### src/rtl/logistic_argmax.sv
// logistic_argmax: final stage of the logistic-regression inference path.
// Latches one vector of IEEE-754 single-precision logits, walks it one logit
// per cycle, and emits the index of the largest value. No FP core is used.
// The ordering is a sign-magnitude integer compare on the raw bit patterns.
//
// Ports:
//   clk, rst                    clock, asynchronous active-high reset
//   input_logits[N_CLASSES]     logit vector; class k is input_logits[k]
//   input_logits_stb / _ack     input handshake (ack registered)
//   output_prediction           argmax index (registered)
//   output_prediction_stb/_ack  output handshake (stb registered)

// Combinational "a strictly greater than b" on float bit patterns.
// NaN flags are reported separately so the caller decides NaN policy.
module logistic_argmax_cmp (
  input  logic [31:0] a,
  input  logic [31:0] b,
  output logic        gt,
  output logic        a_nan,
  output logic        b_nan
);
  assign a_nan = (a[30:23] == 8'hFF) && (a[22:0] != 23'd0);
  assign b_nan = (b[30:23] == 8'hFF) && (b[22:0] != 23'd0);

  always_comb begin
    gt = 1'b0;
    // +0 and -0 compare equal, so neither is greater.
    if (a[30:0] != 31'd0 || b[30:0] != 31'd0) begin
      unique case ({a[31], b[31]})
        2'b00:   gt = a[30:0] > b[30:0];
        2'b11:   gt = a[30:0] < b[30:0];
        2'b01:   gt = 1'b1;
        default: gt = 1'b0;
      endcase
    end
  end
endmodule

module logistic_argmax #(
  parameter int N_CLASSES = 3,
  parameter int IDX_W     = (N_CLASSES > 1) ? $clog2(N_CLASSES) : 1
) (
  input  logic                       clk,
  input  logic                       rst,
  input  logic [N_CLASSES-1:0][31:0] input_logits,
  input  logic                       input_logits_stb,
  output logic                       input_logits_ack,
  output logic [IDX_W-1:0]           output_prediction,
  output logic                       output_prediction_stb,
  input  logic                       output_prediction_ack
);
  typedef enum logic [1:0] {GET, COMPARE, PUT} state_t;

  localparam logic [IDX_W-1:0] LAST = IDX_W'(N_CLASSES - 1);

  state_t                     state, state_nxt;
  logic [N_CLASSES-1:0][31:0] logits_q;
  logic [31:0]                best_val;
  logic [IDX_W-1:0]           best_idx;
  logic [IDX_W-1:0]           i;

  logic [31:0] cand;
  logic        cand_gt, cand_nan, best_nan;
  logic        replace;
  logic        accept, handoff;

  assign cand = logits_q[i];

  logistic_argmax_cmp u_cmp (
    .a     (cand),
    .b     (best_val),
    .gt    (cand_gt),
    .a_nan (cand_nan),
    .b_nan (best_nan)
  );

  // A NaN candidate never wins; a NaN incumbent loses to any non-NaN, which
  // makes the first non-NaN logit win when logit 0 is NaN.
  assign replace = !cand_nan && (best_nan || cand_gt);
  assign accept  = (state == GET) && input_logits_stb && input_logits_ack;
  assign handoff = (state == PUT) && output_prediction_stb && output_prediction_ack;

  always_ff @(posedge clk or posedge rst) begin
    if (rst) state <= GET;
    else     state <= state_nxt;
  end

  always_comb begin
    state_nxt = state;
    unique case (state)
      GET:     if (accept) state_nxt = (N_CLASSES == 1) ? PUT : COMPARE;
      COMPARE: if (i == LAST) state_nxt = PUT;
      PUT:     if (handoff) state_nxt = GET;
      default: state_nxt = GET;
    endcase
  end

  always_ff @(posedge clk or posedge rst) begin
    if (rst) begin
      logits_q              <= '0;
      best_val              <= '0;
      best_idx              <= '0;
      i                     <= '0;
      input_logits_ack      <= 1'b0;
      output_prediction     <= '0;
      output_prediction_stb <= 1'b0;
    end else begin
      unique case (state)
        GET: begin
          if (accept) begin
            logits_q         <= input_logits;
            best_val         <= input_logits[0];
            best_idx         <= '0;
            i                <= IDX_W'(1);
            input_logits_ack <= 1'b0;
            if (N_CLASSES == 1) begin
              output_prediction     <= '0;
              output_prediction_stb <= 1'b1;
            end
          end else begin
            // Ready rises on the first edge after reset and stays up in GET.
            input_logits_ack <= 1'b1;
          end
        end
        COMPARE: begin
          if (replace) begin
            best_val <= cand;
            best_idx <= i;
          end
          i <= i + IDX_W'(1);
          if (i == LAST) begin
            // Fold in the last compare so the result is out this same edge.
            output_prediction     <= replace ? i : best_idx;
            output_prediction_stb <= 1'b1;
          end
        end
        PUT: begin
          if (handoff) begin
            output_prediction_stb <= 1'b0;
            input_logits_ack      <= 1'b1;
          end
        end
        default: ;
      endcase
    end
  end
endmodule

### config.mk
export PLATFORM = sky130hd
export DESIGN_NAME = logistic_argmax
export DESIGN_NICKNAME = d
export VERILOG_FILES = /design/src/rtl/logistic_argmax.sv
export SDC_FILE = /design/constraint.sdc
export NUM_CORES = 1
export LEC_CHECK = 0
export ABC_AREA = 1
export ABC_CLOCK_PERIOD_IN_PS = 4150
export BUFFER_PORTS_ARGS = -buffer_cell sky130_fd_sc_hd__buf_2
export CAP_MARGIN = 10
export CORE_UTILIZATION = 35
export DETAILED_ROUTE_END_ITERATION = 6
export PLACE_DENSITY_LB_ADDON = 0.25
export SYNTH_ARGS = -nofsm -noshare
export SYNTH_HDL_FRONTEND = slang
export SYNTH_HIERARCHICAL = 1
export SYNTH_SLANG_ARGS = --single-unit
export TNS_END_PERCENT = 30
### constraint.sdc
create_clock -name clk -period 4.15 [get_ports clk]
set_input_delay 0.6225 -clock clk [delete_from_list [all_inputs] [get_ports clk]]
set_output_delay 0.6225 -clock clk [all_outputs]
set_load 0.1 [all_outputs]
==> flow_summary.json <==
{
  "status": "completed",
  "crit_chain": "inv_2, buf_12, nand2_1, nand3_1, nand2_1, ha_1, nand2_2, nor2_4, nand3_2, nor2_2, nand4_1, a21oi_1, nor2_2, o21ai_1, o21ai_2, inv_2, nand2_1, nand2_1",
  "coreArea_um2": 21150,
  "cts_tree": "yes",
  "rows": 53,
  "drive_above_1_share_pct": 14.50,
  "finalSetupViolations": 0,
  "grt_pass1_vias": 6612,
  "vias": 6655,
  "critPathMaxStageDelay_ns": 0.54,
  "antenna_found_initial": 0,
  "fin_crit_sh_pct": 88.24,
  "chipHeight_um": 149.5,
  "synth_largest_area_cell": "dfrtp_1",
  "clk_pin_slew_ns": 0.06,
  "crit_path_frequent_cell": "nand2_1",
  "place.gp.congestion": 0.7912,
  "start_util_pct": 36.01,
  "worstMarginPinSlew_ns": 0.9010,
  "ys_seq_area_share_pct": 45.33,
  "wl_per_cell_um": 13.70,
  "dieArea_um2": 22360,
  "synthDistinctLibCells": 32,
  "endpoint_kind": "flip-flop",
  "antennaDiodeCount": 0,
  "grt_pass1_wl_mm": 32.52,
  "port_buffers": 103,
  "ant_nets": 0,
  "r2r_slack_ns": 0.49,
  "worstSetupStartpointType": "flip-flop",
  "postCtsHoldBufs": 0,
  "cp_top_family": "simple AND/OR/NAND/NOR gates",
  "required_ns": 4.52,
  "syn_inst": 1038,
  "cts.htree.levels": 4,
  "path_buf_inv": 3,
  "finalHoldViolCount": 0,
  "cts_buffers": 17,
  "cts_setup_buffers": 0,
  "finalPower_mw": 8.414,
  "nFillCells": 2247,
  "fp.dieW_um": 149.5,
  "cts_sinks": 138,
  "yosysTopAreaCellShare_pct": 45.33,
  "syn_area_um2": 7619,
  "insertion_delay_ns": 0.43,
  "ys_ff_latch": 138,
  "avgViaCountPerCell": 4.710,
  "ys_top_cells_by_area": "dfrtp_1, nand2_1, nand3_1",
  "drc": 0,
  "fin_crit_ns": 3.662,
  "cts_root_buffer": "clkbuf_16",
  "finClkSkew_ns": 0.008627,
  "io_pins": 104,
  "totalWireLength_mm": 19.36,
  "syn_avg_cell_area_um2": 7.340,
  "path_class": "flip-flop to flip-flop",
  "overflow": 0,
  "fin_nets": 1258,
  "drt_pre_antenna_iters": 5,
  "cp.arrival_ns": 4.03,
  "timing.final.max_slew_violations": 0,
  "cts_resized": 0,
  "drt_iter0_drc": 440,
  "ir_drop_uv": 392.2,
  "p_leak_nw": 4.820,
  "syn_nets": 1170,
  "rsz0062_at_grt": "false",
  "timing.slew.headroom_pct": 39.93,
  "hp-class": "input pin to asynchronous set/reset pin",
  "grt.total_usage_pct": 18.61,
  "yosysWarnings": 6,
  "power_density_nw_per_um2": 938.6,
  "cp_max_fo": 32,
  "setup_tns_ns": 0,
  "cap_violations": 0,
  "clockBufferDepth": 2,
  "hpwl_mm": 13.08,
  "fmax_mhz": 273.1,
  "slowest_stage": "dfrtp_1",
  "syn_to_final_growth_pct": 17.67,
  "grt_start_max_net_pins": 139
}
## sequential cells by signal, indices dropped and copies added (netlist names)
| name | count |
|---|---|
| best_val | 32 |
| i | 2 |
| input_logits_ack | 1 |
| output_prediction | 2 |
| best_idx | 2 |
| output_prediction_stb | 1 |
| state | 2 |
| logits_q | 96 |
## worst min-delay path: stages
cell,delay [ns]
buf_2,0.11
clkinvlp_4,0.07
buf_12,0.47
## power by group
group / internal [mW] / leakage (nW) / total [mW] / switching (mW)
clock network: 1.02 / 0.296 / 1.61 / 0.589
logic: 1.48 / 2.83 / 4.45 / 2.97
registers: 2.03 / 1.70 / 2.36 / 0.327
## layout by cell type (no fill, tap or decap), drive strengths merged
master | synthesis | routed
clkinv | 0 | 5
ha | 32 | 32
a21o | 2 | 2
inv | 123 | 122
or2 | 22 | 22
o21ai | 73 | 73
o22ai | 3 | 3
nand3b | 3 | 3
nor4 | 7 | 7
and3 | 2 | 2
nand4 | 10 | 10
o31ai | 1 | 1
nand3 | 105 | 105
buf | 37 | 114
clkbuf | 8 | 20
a21oi | 11 | 11
nor2 | 31 | 31
nor3 | 3 | 3
clkinvlp | 0 | 3
dfrtp | 138 | 138
nand2 | 427 | 427
bufinv | 0 | 4
## layer usage
metal | vias up | routed length (um) | track usage (%)
li1 | 3428 | - | -
met1 | 3079 | 9245 | 24.31
met2 | 127 | 9009 | 30.23
met3 | 21 | 730 | 3.720
met4 | 0 | 375 | 7.041
met5 | - | 0 | 0
## through the flow
| step | cell area [um^2] | setup slack, ns | std cells | utilization [%] | hold slack [ns] |
|---|---|---|---|---|---|
| floorplan | 7622 | 1.382 | 1038 | - | 0.4422 |
| global placement | 8347 | 0.6473 | 1382 | 39.46 | 0.4571 |
| detailed placement | 8347 | 0.5198 | 1382 | 39.46 | 0.4598 |
| CTS | 8965 | 0.4981 | 1413 | 42.38 | 0.3724 |
| global route | 8965 | 0.1430 | 1413 | 42.38 | 0.3791 |
| finish | 8965 | 0.4880 | 1413 | 42.38 | 0.3714 |
## final timing paths
check / startpoint / to / depth (start not counted)
setup / recovery: i[0] / best_val[14] / 18
hold / removal: rst / logits_q[59] / 3
setup reg to reg: i[0] / best_val[14] / 18
hold reg to reg: logits_q[77] / logits_q[77] / 2
max in group asynchronous: rst / logits_q[53] / 3
min in group clk: input_logits[70] / logits_q[70] / 3
## final cells by class
cell class                      count  area (um^2)  share of cell area, %
Multi-Input combinational cell    732         3461                  38.60
Sequential cell                   138         3453                  38.52
Timing Repair Buffer              114        623.1                  6.950
Inverter                          123        465.4                  5.192
Clock buffer                       20        446.7                  4.983
Tap cell                          275        344.1                  3.838
Clock inverter                     11        171.4                  1.912
## logic make-up after synthesis
group / share of synthesized area, %
fa+ha+maj: 5.255
buf+inv: 9.246
flops: 45.33
simple gates: 34.01
compound gates: 6.159
## synthesized netlist by cell type
cell type and count:
o22ai_1 3, nand4_1 10, dfrtp_1 138, clkbuf_1 8
o21ai_2 1, ha_1 32, nor2_1 23, o31ai_1 1
nand2_1 424, nand3_1 103, inv_1 117, o21ai_1 53
buf_2 23, or2_1 12, nor2_2 6, nor2_4 2
o21ai_0 19, a21o_1 2, nand3b_1 3, a21oi_2 1
buf_1 4, a21oi_1 10, inv_2 6, buf_6 2
nor4_1 7, nand3_2 2, and3_1 2, or2_0 10
nor3_1 3, nand2_4 1, buf_4 8, nand2_2 2
Note: power is estimated with default switching activity, not from simulation.
